[config.mk]
export PLATFORM = sky130hd
export DESIGN_NAME = seq_stage_sequencer_flat
export DESIGN_NICKNAME = d
export VERILOG_FILES = /design/src/rtl/seq_pkg.sv /design/src/rtl/seq_stage_sequencer_if.sv /design/src/rtl/seq_wait_timer.sv /design/src/rtl/seq_stage_sequencer.sv /design/src/flat_wrapper.sv
export SDC_FILE = /design/constraint.sdc
export NUM_CORES = 1
export LEC_CHECK = 0
export ABC_AREA = 1
export CAP_MARGIN = 20
export CORE_MARGIN = 2
export CORE_UTILIZATION = 37
export CTS_CLUSTER_DIAMETER = 50
export DETAILED_ROUTE_END_ITERATION = 12
export HOLD_SLACK_MARGIN = 0.05
export PLACE_DENSITY_LB_ADDON = 0.2
export SETUP_SLACK_MARGIN = 0.02
export SKIP_CTS_REPAIR_TIMING = 1
export SLEW_MARGIN = 15
export SYNTH_ARGS = -nofsm -noshare
export SYNTH_HDL_FRONTEND = slang
export SYNTH_SLANG_ARGS = --single-unit
[constraint.sdc]
create_clock -name clk -period 1.6 [get_ports clk]
set_input_delay 0.32 -clock clk [delete_from_list [all_inputs] [get_ports clk]]
set_output_delay 0.32 -clock clk [all_outputs]
set_load 0.005 [all_outputs]
[src/rtl/seq_pkg.sv]
// Shared types and constants for the multi-cycle RV64 stage sequencer.
package seq_pkg;

  typedef enum logic [2:0] {
    ST_IDLE    = 3'd0,
    ST_FETCH   = 3'd1,
    ST_DECODE  = 3'd2,
    ST_EXECUTE = 3'd3,
    ST_MEM     = 3'd4,
    ST_WB      = 3'd5,
    ST_HALT    = 3'd6
  } state_e;

  localparam logic [6:0]  OP_RTYPE  = 7'b0110011;
  localparam logic [6:0]  OP_ITYPE  = 7'b0010011;
  localparam logic [6:0]  OP_LOAD   = 7'b0000011;
  localparam logic [6:0]  OP_STORE  = 7'b0100011;
  localparam logic [6:0]  OP_BRANCH = 7'b1100011;

  localparam logic [31:0] HALT_SENTINEL = 32'h0000_0000;

  function automatic logic opcode_legal(input logic [6:0] op);
    return (op == OP_RTYPE) || (op == OP_ITYPE) || (op == OP_LOAD) ||
           (op == OP_STORE) || (op == OP_BRANCH);
  endfunction

endpackage

[src/rtl/seq_stage_sequencer_if.sv]
// Control bundle between the stage sequencer (master) and the datapath/memories (slave).
interface seq_stage_sequencer_if;

  logic        start;
  logic        imem_ready;
  logic        dmem_ready;
  logic [31:0] instr;
  logic [6:0]  opcode;
  logic        branch;
  logic        memread;
  logic        memwrite;
  logic        regwrite;
  logic        branch_taken;

  logic        imem_req;
  logic        ir_load;
  logic        dmem_req;
  logic        dmem_we;
  logic        rf_we;
  logic        pc_en;
  logic        pc_sel;
  logic        busy;
  logic        halted;
  logic        err_illegal;
  logic        err_timeout;

  modport master (
    input  start, imem_ready, dmem_ready, instr, opcode,
           branch, memread, memwrite, regwrite, branch_taken,
    output imem_req, ir_load, dmem_req, dmem_we, rf_we, pc_en, pc_sel,
           busy, halted, err_illegal, err_timeout
  );

  modport slave (
    output start, imem_ready, dmem_ready, instr, opcode,
           branch, memread, memwrite, regwrite, branch_taken,
    input  imem_req, ir_load, dmem_req, dmem_we, rf_we, pc_en, pc_sel,
           busy, halted, err_illegal, err_timeout
  );

endinterface

[src/rtl/seq_wait_timer.sv]
// Handshake wait counter: counts stalled cycles, 'expired' marks the last allowed one.
module seq_wait_timer #(
  parameter int MEM_TIMEOUT = 16
) (
  input  logic clk,
  input  logic rst_n,
  input  logic i_clr,
  input  logic i_en,
  output logic o_expired
);

  if (MEM_TIMEOUT == 0) begin : g_forever
    assign o_expired = 1'b0;
  end else begin : g_limit
    localparam int CW = (MEM_TIMEOUT > 2) ? $clog2(MEM_TIMEOUT) : 1;

    logic [CW-1:0] r_cnt;

    always_ff @(posedge clk or negedge rst_n) begin
      if (!rst_n) begin
        r_cnt <= '0;
      end else if (i_clr) begin
        r_cnt <= '0;
      end else if (i_en) begin
        r_cnt <= r_cnt + 1'b1;
      end
    end

    // Asserted during the MEM_TIMEOUT-th stalled cycle; a ready in that cycle still wins.
    assign o_expired = (r_cnt == CW'(MEM_TIMEOUT - 1));
  end

endmodule

[src/rtl/seq_stage_sequencer.sv]
// Multi-cycle FETCH/DECODE/EXECUTE/MEM/WB control FSM for the sequential RV64 core.
// Optional build macro SEQ_PERF_CNT_EN adds cycle_cnt / retired_cnt performance counters.
module seq_stage_sequencer
  import seq_pkg::*;
#(
  parameter int MEM_TIMEOUT = 16,
  parameter int CNT_W       = 32
) (
  input  logic                  clk,
  input  logic                  rst_n,
  seq_stage_sequencer_if.master bus
`ifdef SEQ_PERF_CNT_EN
  ,
  output logic [CNT_W-1:0]      cycle_cnt,
  output logic [CNT_W-1:0]      retired_cnt
`endif
);

  if (MEM_TIMEOUT < 0 || CNT_W < 1) begin : g_param_check
    $error("seq_stage_sequencer: MEM_TIMEOUT must be >= 0 and CNT_W >= 1");
  end

  state_e r_state, w_next;
  logic   r_branch, r_memread, r_memwrite, r_regwrite;
  logic   r_err_illegal, r_err_timeout;
  logic   w_imem_req, w_ir_load, w_dmem_req, w_dmem_we, w_rf_we, w_pc_en, w_pc_sel;
  logic   w_set_illegal, w_set_timeout, w_wait, w_expired, w_restart, w_busy;

  assign w_restart = (r_state == ST_HALT) && bus.start;
  assign w_busy    = (r_state != ST_IDLE) && (r_state != ST_HALT);

  seq_wait_timer #(.MEM_TIMEOUT(MEM_TIMEOUT)) u_timer (
    .clk      (clk),
    .rst_n    (rst_n),
    .i_clr    (!((r_state == ST_FETCH) || (r_state == ST_MEM))),
    .i_en     (w_wait),
    .o_expired(w_expired)
  );

  always_comb begin
    w_next        = r_state;
    w_imem_req    = 1'b0;
    w_ir_load     = 1'b0;
    w_dmem_req    = 1'b0;
    w_dmem_we     = 1'b0;
    w_rf_we       = 1'b0;
    w_pc_en       = 1'b0;
    w_pc_sel      = 1'b0;
    w_set_illegal = 1'b0;
    w_set_timeout = 1'b0;
    w_wait        = 1'b0;
    unique case (r_state)
      ST_IDLE: if (bus.start) w_next = ST_FETCH;
      ST_FETCH: begin
        w_imem_req = 1'b1;
        if (bus.imem_ready) begin
          w_ir_load = 1'b1;
          w_next    = ST_DECODE;
        end else begin
          w_wait = 1'b1;
          if (w_expired) begin
            w_set_timeout = 1'b1;
            w_next        = ST_HALT;
          end
        end
      end
      ST_DECODE: begin
        if (bus.instr == HALT_SENTINEL) begin
          w_next = ST_HALT;
        end else if (!opcode_legal(bus.opcode)) begin
          w_set_illegal = 1'b1;
          w_next        = ST_HALT;
        end else begin
          w_next = ST_EXECUTE;
        end
      end
      // Register-only ops write back here so they retire in three cycles; WB serves loads.
      ST_EXECUTE: begin
        if (r_memread || r_memwrite) begin
          w_next = ST_MEM;
        end else if (r_regwrite) begin
          w_rf_we = 1'b1;
          w_pc_en = 1'b1;
          w_next  = ST_FETCH;
        end else begin
          w_pc_en  = 1'b1;
          w_pc_sel = r_branch && bus.branch_taken;
          w_next   = ST_FETCH;
        end
      end
      ST_MEM: begin
        w_dmem_req = 1'b1;
        w_dmem_we  = r_memwrite;
        if (bus.dmem_ready) begin
          if (r_memread) begin
            w_next = ST_WB;
          end else begin
            w_pc_en = 1'b1;
            w_next  = ST_FETCH;
          end
        end else begin
          w_wait = 1'b1;
          if (w_expired) begin
            w_set_timeout = 1'b1;
            w_next        = ST_HALT;
          end
        end
      end
      ST_WB: begin
        w_rf_we = 1'b1;
        w_pc_en = 1'b1;
        w_next  = ST_FETCH;
      end
      ST_HALT: if (bus.start) w_next = ST_FETCH;
      default: w_next = ST_IDLE;
    endcase
  end

  always_ff @(posedge clk or negedge rst_n) begin
    if (!rst_n) begin
      r_state       <= ST_IDLE;
      r_branch      <= 1'b0;
      r_memread     <= 1'b0;
      r_memwrite    <= 1'b0;
      r_regwrite    <= 1'b0;
      r_err_illegal <= 1'b0;
      r_err_timeout <= 1'b0;
    end else begin
      r_state <= w_next;
      if (r_state == ST_DECODE) begin
        r_branch   <= bus.branch;
        r_memread  <= bus.memread;
        r_memwrite <= bus.memwrite;
        r_regwrite <= bus.regwrite;
      end
      if (w_restart) begin
        r_err_illegal <= 1'b0;
        r_err_timeout <= 1'b0;
      end else begin
        if (w_set_illegal) r_err_illegal <= 1'b1;
        if (w_set_timeout) r_err_timeout <= 1'b1;
      end
    end
  end

`ifdef SEQ_PERF_CNT_EN
  logic [CNT_W-1:0] r_cycle_cnt, r_retired_cnt;

  always_ff @(posedge clk or negedge rst_n) begin
    if (!rst_n) begin
      r_cycle_cnt   <= '0;
      r_retired_cnt <= '0;
    end else if (w_restart) begin
      r_cycle_cnt   <= '0;
      r_retired_cnt <= '0;
    end else begin
      if (w_busy)  r_cycle_cnt   <= r_cycle_cnt + 1'b1;
      if (w_pc_en) r_retired_cnt <= r_retired_cnt + 1'b1;
    end
  end

  assign cycle_cnt   = r_cycle_cnt;
  assign retired_cnt = r_retired_cnt;
`endif

  assign bus.imem_req    = w_imem_req;
  assign bus.ir_load     = w_ir_load;
  assign bus.dmem_req    = w_dmem_req;
  assign bus.dmem_we     = w_dmem_we;
  assign bus.rf_we       = w_rf_we;
  assign bus.pc_en       = w_pc_en;
  assign bus.pc_sel      = w_pc_sel;
  assign bus.busy        = w_busy;
  assign bus.halted      = (r_state == ST_HALT);
  assign bus.err_illegal = r_err_illegal;
  assign bus.err_timeout = r_err_timeout;

endmodule

[src/flat_wrapper.sv]
// flat-port wrapper written by rule: the top's interface ports become plain ports
module seq_stage_sequencer_flat import seq_pkg::*;
#(
  parameter int MEM_TIMEOUT = 16,
  parameter int CNT_W       = 32
)
  (clk, rst_n, bus_start, bus_imem_ready, bus_dmem_ready, bus_instr, bus_opcode, bus_branch, bus_memread, bus_memwrite, bus_regwrite, bus_branch_taken, bus_imem_req, bus_ir_load, bus_dmem_req, bus_dmem_we, bus_rf_we, bus_pc_en, bus_pc_sel, bus_busy, bus_halted, bus_err_illegal, bus_err_timeout);
  seq_stage_sequencer_if bus_i ();
  input  logic clk;
  input  logic rst_n;
  input wire logic [$bits(bus_i.start)-1:0] bus_start;
  input wire logic [$bits(bus_i.imem_ready)-1:0] bus_imem_ready;
  input wire logic [$bits(bus_i.dmem_ready)-1:0] bus_dmem_ready;
  input wire logic [$bits(bus_i.instr)-1:0] bus_instr;
  input wire logic [$bits(bus_i.opcode)-1:0] bus_opcode;
  input wire logic [$bits(bus_i.branch)-1:0] bus_branch;
  input wire logic [$bits(bus_i.memread)-1:0] bus_memread;
  input wire logic [$bits(bus_i.memwrite)-1:0] bus_memwrite;
  input wire logic [$bits(bus_i.regwrite)-1:0] bus_regwrite;
  input wire logic [$bits(bus_i.branch_taken)-1:0] bus_branch_taken;
  output wire logic [$bits(bus_i.imem_req)-1:0] bus_imem_req;
  output wire logic [$bits(bus_i.ir_load)-1:0] bus_ir_load;
  output wire logic [$bits(bus_i.dmem_req)-1:0] bus_dmem_req;
  output wire logic [$bits(bus_i.dmem_we)-1:0] bus_dmem_we;
  output wire logic [$bits(bus_i.rf_we)-1:0] bus_rf_we;
  output wire logic [$bits(bus_i.pc_en)-1:0] bus_pc_en;
  output wire logic [$bits(bus_i.pc_sel)-1:0] bus_pc_sel;
  output wire logic [$bits(bus_i.busy)-1:0] bus_busy;
  output wire logic [$bits(bus_i.halted)-1:0] bus_halted;
  output wire logic [$bits(bus_i.err_illegal)-1:0] bus_err_illegal;
  output wire logic [$bits(bus_i.err_timeout)-1:0] bus_err_timeout;
  assign bus_i.start = bus_start;
  assign bus_i.imem_ready = bus_imem_ready;
  assign bus_i.dmem_ready = bus_dmem_ready;
  assign bus_i.instr = bus_instr;
  assign bus_i.opcode = bus_opcode;
  assign bus_i.branch = bus_branch;
  assign bus_i.memread = bus_memread;
  assign bus_i.memwrite = bus_memwrite;
  assign bus_i.regwrite = bus_regwrite;
  assign bus_i.branch_taken = bus_branch_taken;
  assign bus_imem_req = bus_i.imem_req;
  assign bus_ir_load = bus_i.ir_load;
  assign bus_dmem_req = bus_i.dmem_req;
  assign bus_dmem_we = bus_i.dmem_we;
  assign bus_rf_we = bus_i.rf_we;
  assign bus_pc_en = bus_i.pc_en;
  assign bus_pc_sel = bus_i.pc_sel;
  assign bus_busy = bus_i.busy;
  assign bus_halted = bus_i.halted;
  assign bus_err_illegal = bus_i.err_illegal;
  assign bus_err_timeout = bus_i.err_timeout;
  seq_stage_sequencer #(.MEM_TIMEOUT(MEM_TIMEOUT), .CNT_W(CNT_W)) u_core (.clk(clk), .rst_n(rst_n), .bus(bus_i));
endmodule
== After elaboration in Yosys (flattened, before gate mapping) ==
Index checks and enable logic that the tools add are counted.
Word-level totals
  register bits: 13
  latch bits: 0
  bits in writable memories: 0
  memory bits (read-only): 0
  input bits: 49
  output and inout port bits: 11
  logic and storage cells: 79
  memories: 0
Cells by class
  add/subtract/negate cells: 1
  multiply operators: 0
  divide/modulo/power cells: 0
  order comparisons: 0
  equality and inequality tests: 15
  shifts and indexed selects: 0
  mux-type cells: 40
  bitwise operators: 0
  reduce and logical (&&, ||, !) cells: 15
Operators by type and width (number)
  $logic_not A32 Y1: 1
  $mux W1: 25
  $mux W3: 8
  $pmux W3 S6: 1
  $eq A7 B6 Y1 const B: 2
  $eq A3 B3 Y1 const B: 3
  $mux W4: 2
  $eq A7 B2 Y1 const B: 1
  $eq A7 B5 Y1 const B: 1
  $eq A7 B7 Y1 const B: 1
  $eq A3 B2 Y1 const B: 2
  $logic_or A1 B1 Y1: 6
  $pmux W1 S2: 3
  $add A4 B1 Y4 const B: 1
  $eq A4 B4 Y1 const B: 1
  $reduce_bool A2 Y1: 2
  $eq A3 B1 Y1 const B: 1
  $logic_and A1 B1 Y1: 3
  $logic_not A3 Y1: 1
  $ne A3 B3 Y1 const B: 1
  $pmux W1 S3: 1
  $reduce_bool A3 Y1: 1
  $ne A2 B1 Y1 const B: 1
  $ne A2 B2 Y1 const B: 1
  $reduce_or A2 Y1: 1

== Logic depth before layout (Yosys ltp) ==
Gate-level depths: netlist of run 1.
  depth in word-level cells: 10
  depth in mapped cells: 9

== Modules after synthesis ==
Synthesis of run 1 repeated with hierarchy kept, for this count alone.
Second synthesis, totals
  cell total of the unflattened synthesis: 154
  area, all modules: 982.2 um^2
By module, submodules not included
  seq_stage_sequencer: instances 1, cells each 128, area each 770.7 um^2, sequential area each 225.2 um^2
  seq_wait_timer: instances 1, cells each 26, area each 211.5 um^2, sequential area each 100.1 um^2

== Worst setup path after synthesis of run 1 ==
Ideal clock, no wire load.
  kind: register to register
  start: reg u_core.r_state[1]
  end: reg u_core.u_timer.g_limit.r_cnt[3]
  library setup time: 0.120 ns
  arrival: 1.144 ns
  path slack: 0.336 ns
  stages on the path, launching flop included: 10
  cells stage by stage: dfrtp_1 > buf_6 > nor2_2 > nand2_2 > inv_4 > nand2_4 > nand2_4 > nand2_2 > o21ai_2 > a21oi_2
On the way
  cells in the longest elaborated chain, start to end: 3
  elaborated cells on any way between the ends: 6
  those cells by class: eq/ne (3); mux (2); reduce/logical (1)
Ends and longest elaborated chain
  start, declared: RTL line seq_stage_sequencer.sv:23  | state_e r_state, w_next;
  start signal, assigned: RTL line seq_stage_sequencer.sv:129  | r_state <= w_next;
  $eq A3 B3 Y1 / $eq A3 B1 Y1 (equally long branches): RTL line seq_stage_sequencer.sv:35, seq_stage_sequencer.sv:52
  $pmux W1 S2 / $logic_or A1 B1 Y1 (equally long branches): RTL line seq_stage_sequencer.sv:52, seq_stage_sequencer.sv:35
  $ne A2 B2 Y1 (no line) / $mux W4 (equally long branches)
  end signal, assigned: RTL line seq_wait_timer.sv:25  | r_cnt <= r_cnt + 1'b1;
  end, declared: RTL line seq_wait_timer.sv:17  | logic [CW-1:0] r_cnt;
Several ways; a longest one is shown, not always the timed one.
A chain may end at the register's enable or synchronous reset.

== Final worst setup path of run 1 ==
  start: reg u_core.r_state[1]
  end: out bus_rf_we
On the way
  cells in the longest elaborated chain, start to end: 2
  elaborated cells on any way between the ends: 3
  those cells by class: eq/ne (2); mux (1)
Ends and longest elaborated chain
  $eq A3 B3 Y1 / $eq A3 B2 Y1 (equally long branches): RTL line seq_stage_sequencer.sv:52  | unique case (r_state)
  $pmux W1 S2 (*): RTL line seq_stage_sequencer.sv:52
  end, declared: RTL line flat_wrapper.sv:25  | output wire logic [$bits(bus_i.rf_we)-1:0] bus_rf_we;
Mark *: on every way between the ends. The rest lies on a longest branch, timed or not.

==> flow_metrics.env, run 1 <==
export IMPL_ant_nets=0
export IMPL_clock_sinks=13
export IMPL_core_area_mm2=0.00250
export IMPL_r2r_start="u_core.r_state[0]"
export IMPL_firstDrtPassIters=4
export IMPL_violations="setup timing"
export IMPL_p_leak_uw=0.000952
export IMPL_rows=18
export IMPL_routed_wl_um=3320
export IMPL_drive_above_1_share_pct=29.5
export IMPL_synth_warnings=0
export IMPL_setup_slack_ns=-0.283
export IMPL_grt_pass1_wl_um=4940
export IMPL_clock_latency_ns=0.29
export IMPL_place_ws_ns=-0.399
export IMPL_antenna_found_initial=0
export IMPL_grtUsageTotal_pct=19.9
export IMPL_routabilityCongestion=0.957
export IMPL_period_share_pct=118
export IMPL_endpoint_kind="primary output"
export IMPL_ios=60
export IMPL_cts_max_path_buffers=2
export IMPL_cap_violations=0
export IMPL_final_nets=295
export IMPL_clk_pin_slew_ns=0.09
export IMPL_period_needed_ns=1.88
export IMPL_gr_total_overflow=0
export IMPL_num_vias=1276
export IMPL_cts_buffers=3
export IMPL_final_cell_mix="clkdlybuf4s50_1 (50), nand2_1 (29), inv_1 (27)"
export IMPL_fmax_ghz=0.531
export IMPL_tightest_slew_ns=0.290
export IMPL_first_iter_violations=22
export IMPL_io_buffers=59
export IMPL_rsz0062_at_grt="yes"
export IMPL_synth_cell_types=24
export IMPL_status="finished, violations left"
export IMPL_synth_fp_nets=202
export IMPL_antenna_cells=0
export IMPL_setup_viol=7
export IMPL_worstSetupStartpointType="flop"
export IMPL_crit_type="reg -> out"
export IMPL_vdd_ir_drop_max_v=0.00108
export IMPL_tritoncts="built"
export IMPL_hold_viol=0
export IMPL_syn_cell_area_um2=991
export IMPL_viasPerCell=4.66
export IMPL_die_w_um=55.8
export IMPL_clock_skew_ns=0.0114
export IMPL_syn2layout_area_growth_pct=92.6
export IMPL_rrSetupSlack_ns=0.09
export IMPL_power_density_mw_per_mm2=1250
export IMPL_r2r_cells=10
export IMPL_worst_slew_margin_rel_pct=80.5
export IMPL_initial_utilization_pct=39.6
export IMPL_grt_pass1_vias=1228
export IMPL_clock_root_buffer="clkbuf_4"
export IMPL_synth_seq_cells=13
export IMPL_drc=0
export IMPL_synth_cells=152
export IMPL_wl_per_cell_um=12.1
export IMPL_grt_max_degree=14
export IMPL_r2r_end="u_core.u_timer.g_limit.r_cnt[2]"
export IMPL_setup_tns_ns=-0.747
export IMPL_min_delay_path_class="in -> async"
export IMPL_hpwl_um=2480
export IMPL_cts_htree_levels=1
export IMPL_drv_slew=0
export IMPL_worst_ep_arrival_time_ns=1.56
export IMPL_final_common_cell="clkdlybuf4s50_1"
export IMPL_dieArea_mm2=0.00311
export IMPL_required_ns=1.28
export IMPL_worst_path_max_fanout=4
export IMPL_die_h_um=55.8
export IMPL_synth_avg_cell_area_um2=6.52
export IMPL_seq_area_frac_synth_pct=32.8
[stage by stage]
step	total power (µW)	hold slack, ns	util, %	instance area, µm²	cells
6_report	2380	0.336	76.3	1910	274
5_1_grt	2560	0.341	76.3	1910	274
4_1_cts	2090	0.339	71.7	1790	265
3_5_place_dp	1880	0.464	70.6	1770	261
3_3_place_gp	1840	0.465	70.6	1770	261
2_1_floorplan	1160	0.0244	-	991	152
[worst max-delay path, stage by stage, from the launching register on]
cell	delay, ns
dfrtp_2	0.43
buf_4	0.15
nand4_1	0.17
buf_4	0.20
buf_6	0.11
o21ai_2	0.11
buf_2	0.12
[synth_stat cells, drive strengths merged]
master  count  area [µm²]
nand2      38         175
dfrtp      13         325
nor2       30         130
o21ai       8        43.8
and2        2        12.5
ha          1        12.5
nand4       2        12.5
a22o        1        8.76
nand3      11        55.1
o31ai       2        15.0
inv        33         126
buf         1        11.3
a21oi       5        32.5
nor3        5        30.0
[how the worst max path moves through the flow]
stage | startpoint | end | slack (ns) | depth (start not counted)
floorplan | u_core.r_state[1] | u_core.u_timer.g_limit.r_cnt[3] | 0.34 | 9
global placement | bus_dmem_ready | bus_pc_en | -0.39 | 6
detailed placement | bus_dmem_ready | bus_pc_en | -0.40 | 6
CTS | u_core.r_memwrite | bus_rf_we | -0.52 | 4
global route | u_core.r_state[1] | bus_rf_we | -0.35 | 6
finish | u_core.r_state[1] | bus_rf_we | -0.28 | 6
[cell type report]
class,count,area [µm²]
clock buffer,4,26.3
fill,185,592
sequential,13,328
tap,30,37.5
multi-input combinational,105,572
inverter,33,129
timing repair buffer,89,816
[metal layers]
layer | share of wire [%] | wire (µm) | vias to the layer above | GRT usage (%)
li1 | - | - | 652 | -
met1 | 39 | 1290 | 581 | 22.9
met2 | 56 | 1850 | 37 | 36.1
met3 | 3.6 | 118 | 6 | 4.19
met4 | 1.7 | 55 | 0 | 6.97
met5 | 0 | 0 | - | 0
[flip-flops by register name (all words and copies together) (netlist names)]
signal and flops:
u_core.bus.err_illegal 1, u_core.bus.err_timeout 1, u_core.r_branch 1, u_core.r_memread 1, u_core.r_memwrite 1, u_core.r_regwrite 1, u_core.r_state 3, u_core.u_timer.g_limit.r_cnt 4
[where the power goes]
group	switching, µW	leakage, µW	internal, µW
registers	108	0.000163	457
logic	731	0.000774	879
clock network	112	0.0000150	96.9
[cells by family after synthesis]
kind of cell | after synthesis | synth area share, %
AO/OA/AOI/OAI | 16 | 10.1
adder cells (fa/ha/maj) | 1 | 1.26
buffers and inverters | 34 | 13.9
flip-flops | 13 | 32.8
AND/OR/NAND/NOR | 88 | 41.9
Power figures use the tool's default switching activity.
==> run 2: changes to the inputs <==
- MAX_ROUTING_LAYER: default -> met4
==> results of run 2 <==
The final DEF is identical to that of run 1; final timing and power are the same.
Main changes from that run: final weighted congestion in routability-driven placement 0.957 -> 0.974; overall routing resource usage 19.9% -> 20.4%; met1 usage 22.9% -> 23.0%; met3 usage 4.19% -> 3.95%
==> run 3: changes to the inputs <==
- CORE_UTILIZATION: 37 -> 35
==> flow_metrics.env, run 3 (synthesized netlist as in run 1, its figures left out) <==
export IMPL_grt_pass1_wl_um=4950
export IMPL_clock_latency_ns=0.28
export IMPL_worst_path_max_fanout=3
export IMPL_grt_max_degree=14
export IMPL_period_needed_ns=1.73
export IMPL_cts_max_path_buffers=2
export IMPL_first_iter_violations=21
export IMPL_cap_violations=0
export IMPL_io_buffers=59
export IMPL_tritoncts="built"
export IMPL_viasPerCell=4.74
export IMPL_drive_above_1_share_pct=25.3
export IMPL_crit_type="reg -> out"
export IMPL_final_cell_mix="clkdlybuf4s50_1 (50), nand2_1 (30), inv_1 (27)"
export IMPL_clock_skew_ns=0.00969
export IMPL_routabilityCongestion=0.916
export IMPL_largest_register="u_core.u_timer.g_limit.r_cnt"
export IMPL_antenna_cells=0
export IMPL_grt_pass1_vias=1270
export IMPL_seq_area_um2=328
export IMPL_clk_pin_slew_ns=0.09
export IMPL_r2r_end="u_core.r_state[0]"
export IMPL_ios=60
export IMPL_dieArea_mm2=0.00327
export IMPL_r2r_cells=10
export IMPL_cts_buffers=3
export IMPL_required_ns=1.28
export IMPL_tightest_slew_ns=0.289
export IMPL_gr_total_overflow=0
export IMPL_final_common_cell="clkdlybuf4s50_1"
export IMPL_syn2layout_area_growth_pct=87.0
export IMPL_vdd_ir_drop_max_v=0.00110
export IMPL_drv_slew=0
export IMPL_status="finished, violations left"
export IMPL_rsz0062_at_grt="yes"
export IMPL_top_regs="u_core.u_timer.g_limit.r_cnt x4, u_core.r_state x3"
export IMPL_power_density_mw_per_mm2=1220
export IMPL_final_cell_count_no_fill=268
export IMPL_hold_slack_ns=0.342
export IMPL_r2r_start="u_core.r_state[1]"
export IMPL_hpwl_um=2640
export IMPL_clock_root_buffer="clkbuf_4"
export IMPL_rows=19
export IMPL_cp_startpoint="u_core.r_state[0]"
export IMPL_post_route_util_pct=67.8
export IMPL_die_h_um=57.2
export IMPL_min_delay_path_class="in -> async"
export IMPL_final_nets=288
export IMPL_worstSetupStartpointType="flop"
export IMPL_worst_ep_arrival_time_ns=1.41
export IMPL_wl_per_cell_um=12.1
export IMPL_fillers=240
export IMPL_antenna_found_initial=0
export IMPL_fin_area_mm2=0.00185
export IMPL_p_leak_uw=0.000951
export IMPL_num_vias=1269
export IMPL_grtUsageTotal_pct=19.6
export IMPL_core_area_mm2=0.00273
export IMPL_fmax_ghz=0.578
export IMPL_routed_wl_um=3240
export IMPL_largest_reg_flops=4
export IMPL_setup_worst_path_end="bus_pc_en"
export IMPL_placed_cells=257
export IMPL_clock_sinks=13
export IMPL_dpl_cell_area_mm2=0.00173
export IMPL_violations="setup timing"
export IMPL_rrSetupSlack_ns=0.12
export IMPL_firstDrtPassIters=4
export IMPL_endpoint_kind="primary output"
export IMPL_cts_htree_levels=1
export IMPL_period_share_pct=108
export IMPL_drc=0
export IMPL_worst_slew_margin_rel_pct=80.8
export IMPL_die_w_um=57.2
export IMPL_multi_input_area_um2=566
export IMPL_ant_nets=0
export IMPL_hold_viol=0
export IMPL_setup_viol=6
export IMPL_setup_slack_ns=-0.130
export IMPL_initial_utilization_pct=36.2
## run 3: cell count changes in the layout (fill, tap and decap cells not counted), sizes merged
cell	before	now
dlymetal6s2s	0	3
clkbuf	7	6
buf	36	27
## run 3: worst min-delay path by stage
stage / to / start / slack [ns]
finish: u_core.r_state[0] / rst_n / 0.34
global route: u_core.u_timer.g_limit.r_cnt[3] / rst_n / 0.35
CTS: u_core.r_state[0] / rst_n / 0.35
detailed placement: u_core.r_branch / u_core.r_branch / 0.47
global placement: u_core.r_branch / u_core.r_branch / 0.46
floorplan: u_core.bus.err_illegal / rst_n / 0.02
## run 3: layout make-up
| type | instances | area share (%) |
|---|---|---|
| well taps | 31 | 2.09 |
| multi-input cells | 105 | 30.5 |
| repair buffers | 82 | 41.3 |
| inverters | 33 | 6.95 |
| flip-flops and latches | 13 | 17.7 |
| clock buffers | 4 | 1.42 |
## run 3: power breakdown
| part | leakage, µW | total, µW | internal [µW] | switching [µW] |
|---|---|---|---|---|
| sequential | 0.000163 | 546 | 457 | 88.6 |
| clock | 0.0000150 | 208 | 96.8 | 111 |
| combinational | 0.000773 | 1500 | 790 | 714 |
| total | 0.000951 | 2260 | 1340 | 914 |
## run 3: worst max-delay path, cell delays in order, from the launching register on
cell and delay (ns):
dfrtp_2 0.43, buf_6 0.14, buf_6 0.11, buf_4 0.12
nand3_1 0.09, nand3_1 0.08, buf_2 0.15
## run 3: routing by layer
metal / routed length, µm / GRT usage (%) / vias to the layer above
li1: - / - / 639
met1: 1190 / 19.3 / 585
met2: 1850 / 38.4 / 36
met3: 130 / 4.54 / 9
met4: 66 / 4.65 / 0
met5: 0 / - / -
## run 3: stage by stage
| stage | total power, µW | setup TNS [ns] | worst slack (ns) |
|---|---|---|---|
| 6_report | 2260 | -0.431 | -0.130 |
| 5_1_grt | 2410 | -0.790 | -0.182 |
| 4_1_cts | 2020 | -3.51 | -0.468 |
| 3_5_place_dp | 1810 | -1.17 | -0.393 |
| 3_3_place_gp | 1760 | -1.05 | -0.388 |
| 2_1_floorplan | 1160 | 0 | 0.336 |
